File: src/rtl/output_port_arbiter.sv
// Round-robin arbiter granting one output port to a requesting input for a fixed-length packet.
// Define OUTPUT_PORT_ARBITER_OUTREG_EN to register flit_out/flit_valid (one cycle extra latency).
module output_port_arbiter #(
  parameter int flit_size   = 4,
  parameter int packet_size = 32,
  parameter int port_number = 5
) (
  input  logic                              clk,
  input  logic                              reset,
  input  logic [port_number-1:0]            request,
  input  logic [port_number*flit_size-1:0]  flit_in,
  output logic [port_number-1:0]            stall,
  output logic [port_number-1:0]            grant,
  output logic [flit_size-1:0]              flit_out,
  output logic                              flit_valid
);

  localparam int flit_number = packet_size / flit_size;
  localparam int ptr_w       = $clog2(port_number);
  localparam int cnt_w       = $clog2(flit_number) + 1;

  localparam logic [ptr_w:0]   port_count = (ptr_w+1)'(port_number);
  localparam logic [ptr_w-1:0] ptr_last   = ptr_w'(port_number - 1);
  localparam logic [cnt_w-1:0] cnt_last   = cnt_w'(flit_number - 1);

  localparam logic [1:0] IDLE     = 2'd0;
  localparam logic [1:0] TRANSFER = 2'd1;
  localparam logic [1:0] RELEASE  = 2'd2;

  logic [1:0]             state;
  logic [ptr_w-1:0]       rr_ptr;
  logic [ptr_w-1:0]       owner;
  logic [ptr_w-1:0]       winner;
  logic [cnt_w-1:0]       count;
  logic [port_number-1:0] winner_onehot;
  logic [flit_size-1:0]   owner_flit;
  logic                   xfer_valid;

  // First requester at or above rr_ptr, wrapping past the last port.
  always_comb begin
    logic [ptr_w:0] idx;
    logic           found;
    winner = rr_ptr;
    found  = 1'b0;
    idx    = '0;
    for (int k = 0; k < port_number; k++) begin
      idx = {1'b0, rr_ptr} + (ptr_w+1)'(k);
      if (idx >= port_count) idx = idx - port_count;
      if (!found && request[idx[ptr_w-1:0]]) begin
        found  = 1'b1;
        winner = idx[ptr_w-1:0];
      end
    end
  end

  always_comb begin
    winner_onehot         = '0;
    winner_onehot[winner] = 1'b1;
  end

  assign owner_flit = flit_in[owner*flit_size +: flit_size];
  assign xfer_valid = (state == TRANSFER);

  always_comb begin
    stall = '0;
    if (!reset) begin
      case (state)
        IDLE:              stall = request & ~winner_onehot;
        TRANSFER, RELEASE: stall = request;
        default:           stall = '0;
      endcase
    end
  end

  always_ff @(posedge clk) begin
    if (reset) begin
      state  <= IDLE;
      grant  <= '0;
      rr_ptr <= '0;
      owner  <= '0;
      count  <= '0;
    end else begin
      case (state)
        IDLE: begin
          if (|request) begin
            grant <= winner_onehot;
            owner <= winner;
            count <= '0;
            state <= TRANSFER;
          end
        end
        TRANSFER: begin
          count <= count + cnt_w'(1);
          if (count == cnt_last) begin
            grant <= '0;
            state <= RELEASE;
          end
        end
        RELEASE: begin
          rr_ptr <= (owner == ptr_last) ? '0 : owner + ptr_w'(1);
          state  <= IDLE;
        end
        default: state <= IDLE;
      endcase
    end
  end

`ifdef OUTPUT_PORT_ARBITER_OUTREG_EN
  always_ff @(posedge clk) begin
    if (reset) begin
      flit_valid <= 1'b0;
      flit_out   <= '0;
    end else begin
      flit_valid <= xfer_valid;
      flit_out   <= xfer_valid ? owner_flit : '0;
    end
  end
`else
  always_comb begin
    flit_valid = xfer_valid;
    flit_out   = xfer_valid ? owner_flit : '0;
  end
`endif

endmodule
File: config.mk
export PLATFORM = sky130hd
export DESIGN_NAME = output_port_arbiter
export DESIGN_NICKNAME = d
export VERILOG_FILES = /design/src/rtl/output_port_arbiter.sv
export SDC_FILE = /design/constraint.sdc
export NUM_CORES = 1
export LEC_CHECK = 0
export ABC_AREA = 1
export ABC_CLOCK_PERIOD_IN_PS = 9600
export CORE_UTILIZATION = 30
export DETAILED_ROUTE_END_ITERATION = 16
export HOLD_SLACK_MARGIN = 0.06
export PLACE_DENSITY_LB_ADDON = 0.15
export SYNTH_ARGS = -nofsm -noshare
export SYNTH_HDL_FRONTEND = slang
export SYNTH_SLANG_ARGS = --single-unit
File: constraint.sdc
create_clock -name clk -period 9.6 [get_ports clk]
set_input_delay 1.44 -clock clk [delete_from_list [all_inputs] [get_ports clk]]
set_output_delay 1.44 -clock clk [all_outputs]
set_load 0.005 [all_outputs]
; Word level (Yosys, flattened, before mapping)
; Cells that the tools add are included.
[word_totals]
register_bits = 17
in_bits = 27
output_inout_bits = 15
wordCells = 92
[op_classes]
n_addsub = 11
n_lt_le_gt_ge = 12
eq_ne = 6
shift = 1
mux = 38
bitwise = 2
n_reduce_logical = 17
[op_table]
columns = operator, n
row1 = 3-bit 2-to-1 mux, 11
row2 = "3-bit by 4-bit < comparator with 1-bit output, second input constant", 6
row3 = 5-bit case mux with 2 select lines, 2
row4 = 20-bit by 6-bit variable part select with 4-bit output, 1
row5 = "4-bit by 3-bit greater-or-equal comparator with 1-bit output, second input constant", 4
row6 = 1-bit binary-select mux with 3-bit select, 5
row7 = 5-bit 2-to-1 mux, 3
row8 = "3-bit subtractor, second input constant", 5
row9 = 1-bit 2-to-1 mux, 10
row10 = "3-bit by 2-bit adder with 4-bit output, second input constant", 2
row11 = 4-bit 2-to-1 mux, 2
row12 = 4-bit case mux with 2 select lines, 1
row13 = 2-bit AND reduction, 3
row14 = 5-bit bitwise AND, 1
row15 = 1-bit logical AND, 5
row16 = 5-bit inverter, 1
row17 = 5-bit OR reduction, 1
row18 = "3-bit by 1-bit adder with 4-bit output, second input constant", 1
row19 = "3-bit by 3-bit adder with 4-bit output, second input constant", 1
row20 = "4-bit by 1-bit adder with 4-bit output, second input constant", 1
row21 = "4-bit by 3-bit == test with 1-bit output, second input constant", 1
row22 = 1-bit zero test, 4
row23 = 2-bit 2-to-1 mux, 2
row24 = 2-bit case mux with 2 select lines, 1
row25 = 13 further kinds, 13

; Depth between registers and ports, before layout
[logic_depth]
word_depth = 25
ltp_mapped = 23
mapped_depth_nobuf = 23

; Least setup slack after synthesis
; No wires, ideal clock.
[synth_path]
kind = input-to-output
start = input request[1]
end = output stall[2]
arrival_ps = 2751
t_required_ps = 8160
setup_slack_ps = 5409
path_stages = 14
n_path_buf = 0
path_cell_list = inv_1 > nand3_1 > nand3_1 > nand2_1 > nand2_1 > nand2_2 > nor2_8 > nand3_4 > nand2_1 > inv_2 > a21oi_2 > nand3_1 > nand2_1 > a21oi_1
[synth_via]
elab_chain_cells = 23
word_cells_on_any_way = 36
cone_classes = order compare: 2 / mux: 23 / bitwise: 2 / reduce/logical: 9
[synth_lines]
columns = element, line_no
row1 = start: declaration, 10  ; input logic [port_number-1:0] request,
row2 = 1-bit binary-select mux with 3-bit select, 49  ; if (!found && request[idx[ptr_w-1:0]]) begin
row3 = 1-bit 2-to-1 mux (implied by the code), 49
row4 = 1-bit 2-to-1 mux, 49
row5 = 1-bit zero test, 49
row6 = 1-bit logical AND, 49
row7 = 1-bit 2-to-1 mux, 49
row8 = 1-bit zero test, 49
row9 = 1-bit logical AND, 49
row10 = [... 7 more ...], --
row11 = 3-bit by 4-bit < comparator with 1-bit output (implied by the code) / 3-bit by 1-bit greater-or-equal comparator with 1-bit output (equally long branches), 58  ; winner_onehot[winner] = 1'b1;
row12 = 1-bit logical AND (implied by the code), 58
row13 = 1-bit 2-to-1 mux (implied by the code), 58
row14 = 1-bit demux with 3-bit select (*), 58
row15 = 5-bit inverter (*), 68  ; IDLE: stall = request & ~winner_onehot;
row16 = 5-bit bitwise AND (*), 68
row17 = 5-bit case mux with 2 select lines (*), 67  ; case (state)
row18 = 5-bit 2-to-1 mux (*), 66  ; if (!reset) begin
row19 = end: declaration, 12  ; output logic [port_number-1:0] stall,
; Mark *: on every way between the ends. The rest lies on a longest branch, timed or not. The select of a mux whose other input is x is not followed.

; Worst setup path in the final report
[layout_path]
start = register rr_ptr[0]
end = output stall[3]
[layout_via]
elab_chain_cells = 25
word_cells_on_any_way = 55
cone_classes = add/sub: 9 / order compare: 7 / mux: 28 / bitwise: 2 / reduce/logical: 9
[layout_lines]
columns = element, line_no
row1 = start: declaration, 31  ; logic [ptr_w-1:0] rr_ptr;
row2 = start signal: assignment, 100  ; rr_ptr <= (owner == ptr_last) ? '0 : owner + ptr_w'(1);
row3 = "parallel branches: the longest is 16 deep, another holds 3-bit by 1-bit adder with 4-bit output", --
row4 = 3-bit 2-to-1 mux (*), 49
row5 = 3-bit by 4-bit < comparator with 1-bit output (implied by the code) / 3-bit by 1-bit greater-or-equal comparator with 1-bit output (equally long branches), 58
row6 = 1-bit logical AND (implied by the code), 58
row7 = 1-bit 2-to-1 mux (implied by the code), 58
row8 = 1-bit demux with 3-bit select (*), 58
row9 = 5-bit inverter (*), 68
row10 = 5-bit bitwise AND (*), 68
row11 = 5-bit case mux with 2 select lines (*), 67
row12 = 5-bit 2-to-1 mux (*), 66
; Every way passes the cells marked *. The select of a mux whose other input is x is not followed.

==> impl_metrics.tcl <==
set metrics [dict create \
    holdCritStartpoint "grant[2]" \
    first_pass_grt_wire_length_um 10800 \
    critical_path_required_ns 8.16 \
    ant_nets 0 \
    postSynthAreaPerCell_um2 5.79 \
    route.final.wire_length_um 6130 \
    synth.yosys.warnings 0 \
    drt_pre_antenna_iters 4 \
    design_power_total_mw 0.644 \
    post_cts_hold_buffer_count 0 \
    timing.max_slew.rel_slack 0.508 \
    timing.setup.tns_ns 0 \
    ctsLongestPathBuffers 2 \
    reg2reg_setup_slack_ns 5.86 \
    reg2regPathDepth 16 \
    pre_cts_ws_ns 4.09 \
    cts.htree.levels 1 \
    startpoint_type "register" \
    synth_sequential_area_ratio 0.157 \
    combined_area_of_all_synthesized_cells_um2 2170 \
    tightest_slew_ns 0.737 \
    ctsResizeCount 0 \
    fill_cells 776 \
    place.port_buffers 41 \
    globalRoute.totalOverflow 0 \
    grt_max_degree 18 \
    finish.net_count 459 \
    dpl.hpwl_um 4860 \
    critPathKind "reg -> out" \
    regToRegEndpoint "grant[0]" \
    design.die.area_um2 7580 \
    avgViaCountPerCell 4.88 \
    report.final.setup_viol 0 \
    post-route-min-period_ns 5.81 \
    final.period_utilization 0.606 \
    result_of_the_run "finished clean" \
    floorplan.initialDensity 0.314 \
    drt_drc_violations_left 0 \
    fin_skew_ns 0.00993 \
    die_w_um 87.1 \
    hold_path.class "reg -> reg" \
    timing.max_cap.violations 0 \
    tritoncts_num_sinks 17 \
    final.setup.worst_slack_ns 3.79 \
    final_cells 511 \
    clock_insertion_delay_worst_skew_ns 0.26 \
    rr_startpoint "rr_ptr[0]" \
    dieHeight_um 87.1 \
    ios 42 \
    synth_seq_cells 17 \
    post_cts_buffers 0 \
    clock_root_buffer_master "clkbuf_8" \
    final_layout_size_suffix_gt1_frac 0.0819 \
    grt_antenna_before_repair 0 \
    starting_drc_count_in_detailed_routing 91 \
    report.final.hold_viol_count 0 \
    num_antenna_cells 0 \
    path_clk_slew_ns 0.08 \
    max_freq_mhz 172 \
    grt_setup_unrepaired "no" \
    timing.critical_path.from "rr_ptr[0]" \
    cp_max_fo 17 \
    setup.worst_path.end_class "output pin" \
    tritoncts "built" \
    coreArea_um2 6910 \
    overall_track_demand_over_capacity_in_global_routing 0.177 \
    placementRows 30 \
    p_per_area_nw_per_um2 236 \
    synth_fp_nets 418 \
    drt_wl_cell_um 12.0 \
    setup.worst_path.end "stall[3]" \
    synthesis.instances 375 \
    vias_in_the_first_global_route 2395 \
    yosysUniqueCellTypes 34 \
    final_max_slew_viol_count 0 \
    cp.arrival_ns 4.37 \
    dpl.cell_count 507 \
    cts_inserted_buffers 3 \
    gpl.final_weighted_congestion 0.814 \
    syn_to_final_growth_pct 25.6 \
    power.leakage_nw 1.29 \
    routed-via-count 2492 \
    vdd_drop_max_v 0.000111 \
]
Yosys cell counts:
cell type  count  share of area
o31ai_1        1         0.0035
nand2_1      108           0.19
o21ai_1        6          0.014
xor2_1         1         0.0040
inv_1         44          0.076
o21ai_0       18          0.041
a211oi_1       1         0.0035
xnor2_1        1         0.0040
clkbuf_1       4         0.0069
nand3_2        3          0.014
nand4_2        1         0.0058
nand2_4        2          0.010
nand3_4        2          0.016
ha_1          15          0.086
nand3_1       51           0.12
nor2_2         2         0.0058
o22ai_1        4          0.012
fa_1           1         0.0092
a21oi_2        2         0.0081
nand4_1       13          0.037
dfxtp_1       17           0.16
nor2_8         1         0.0092
o21ai_2        1         0.0040
and2b_1        1         0.0035
nand2_2        7          0.020
a21oi_1       26          0.060
o21a_1         1         0.0035
inv_2          8          0.014
nor3b_1        1         0.0035
nor3_1         3         0.0069
nor2_1        26          0.045
o21bai_2       1         0.0052
o211ai_1       1         0.0035
buf_4          1         0.0035
metrics by stage:
step | hold slack, ns | area [um2] | util
global route | 0.487 | 2730 | 0.395
floorplan | 0.457 | 2170 | -
global placement | 0.459 | 2680 | 0.388
finish | 0.468 | 2730 | 0.395
CTS | 0.466 | 2730 | 0.395
detailed placement | 0.456 | 2680 | 0.388
worst min path at each step:
stage / slack (ns) / to / cells after the start
6_report: 0.47 / grant[2] / 2
5_1_grt: 0.49 / grant[0] / 2
4_1_cts: 0.47 / grant[2] / 2
3_5_place_dp: 0.46 / grant[2] / 2
3_3_place_gp: 0.46 / grant[2] / 2
2_1_floorplan: 0.46 / count[1] / 2
critical path, stage by stage, from the launching register on:
cell and delay, ns:
dfxtp_1 0.80, inv_2 0.23, ha_1 0.32, ha_1 0.32, inv_1 0.16, nand2_1 0.07
o21ai_0 0.38, o21ai_1 0.17, nand2_1 0.09, and2b_1 0.22, nand3_2 0.10, nand2_1 0.05
inv_1 0.04, nand2_1 0.09, nand2_1 0.07, nand2_1 0.15, nand3_1 0.13, nand2_1 0.05
a21oi_1 0.13, clkdlybuf4s50_1 0.52
layout by cell type, fill, tap and decap left out:
cell,Yosys,final
nand2_1,108,108
nand3_1,51,51
inv_1,44,44
clkdlybuf4s50_1,0,41
nor2_1,26,26
a21oi_1,26,26
o21ai_0,18,18
dfxtp_1,17,17
ha_1,15,15
nand4_1,13,13
inv_2,8,8
nand2_2,7,7
o21ai_1,6,6
o22ai_1,4,4
nand3_2,3,3
nor3_1,3,3
clkbuf_8,0,3
a21oi_2,2,2
nand3_4,2,2
nand2_4,2,2
nor2_2,2,2
o21ai_2,1,1
nand4_2,1,1
xnor2_1,1,1
o21a_1,1,1
nor2_8,1,1
o211ai_1,1,1
and2b_1,1,1
o21bai_2,1,1
a211oi_1,1,1
o31ai_1,1,1
xor2_1,1,1
nor3b_1,1,1
fa_1,1,1
clkinvlp_4,0,1
state kept, by name, summed over array words and instances, names as in the netlist:
register	flops
count	4
state	2
owner	3
rr_ptr	3
grant	5
where the power goes:
part,internal [mW],switching (mW)
sequential,0.0888,0.0268
combinational,0.173,0.298
clock,0.0293,0.0279
area by class of cell:
class	count	area (um2)	area share
Clock inverter	1	7.51	0.00275
Clock buffer	3	41.3	0.0151
Inverter	52	195	0.0715
Tap cell	96	120	0.0440
Multi-Input combinational cell	301	1610	0.591
Sequential cell	17	340	0.125
Timing Repair Buffer	41	410	0.150
layer usage:
| layer | global-route usage | vias to the layer above | share of wire |
|---|---|---|---|
| met5 | 0 | - | 0 |
| met4 | 0.0551 | 0 | 0.015 |
| met1 | 0.223 | 1107 | 0.50 |
| met3 | 0.0161 | 7 | 0.026 |
| met2 | 0.316 | 53 | 0.46 |
| li1 | - | 1325 | - |
cell families (layout without fill, tap and decap cells):
family | after synthesis | after routing | share of synthesized area
AO/OA/AOI/OAI | 62 | 62 | 0.158
XOR/XNOR | 2 | 2 | 0.00807
adder cells (fa/ha/maj) | 16 | 16 | 0.0956
buffers and inverters | 57 | 97 | 0.100
flip-flops | 17 | 17 | 0.157
AND/OR/NAND/NOR | 221 | 221 | 0.482
(Power assumes the default switching activity.)
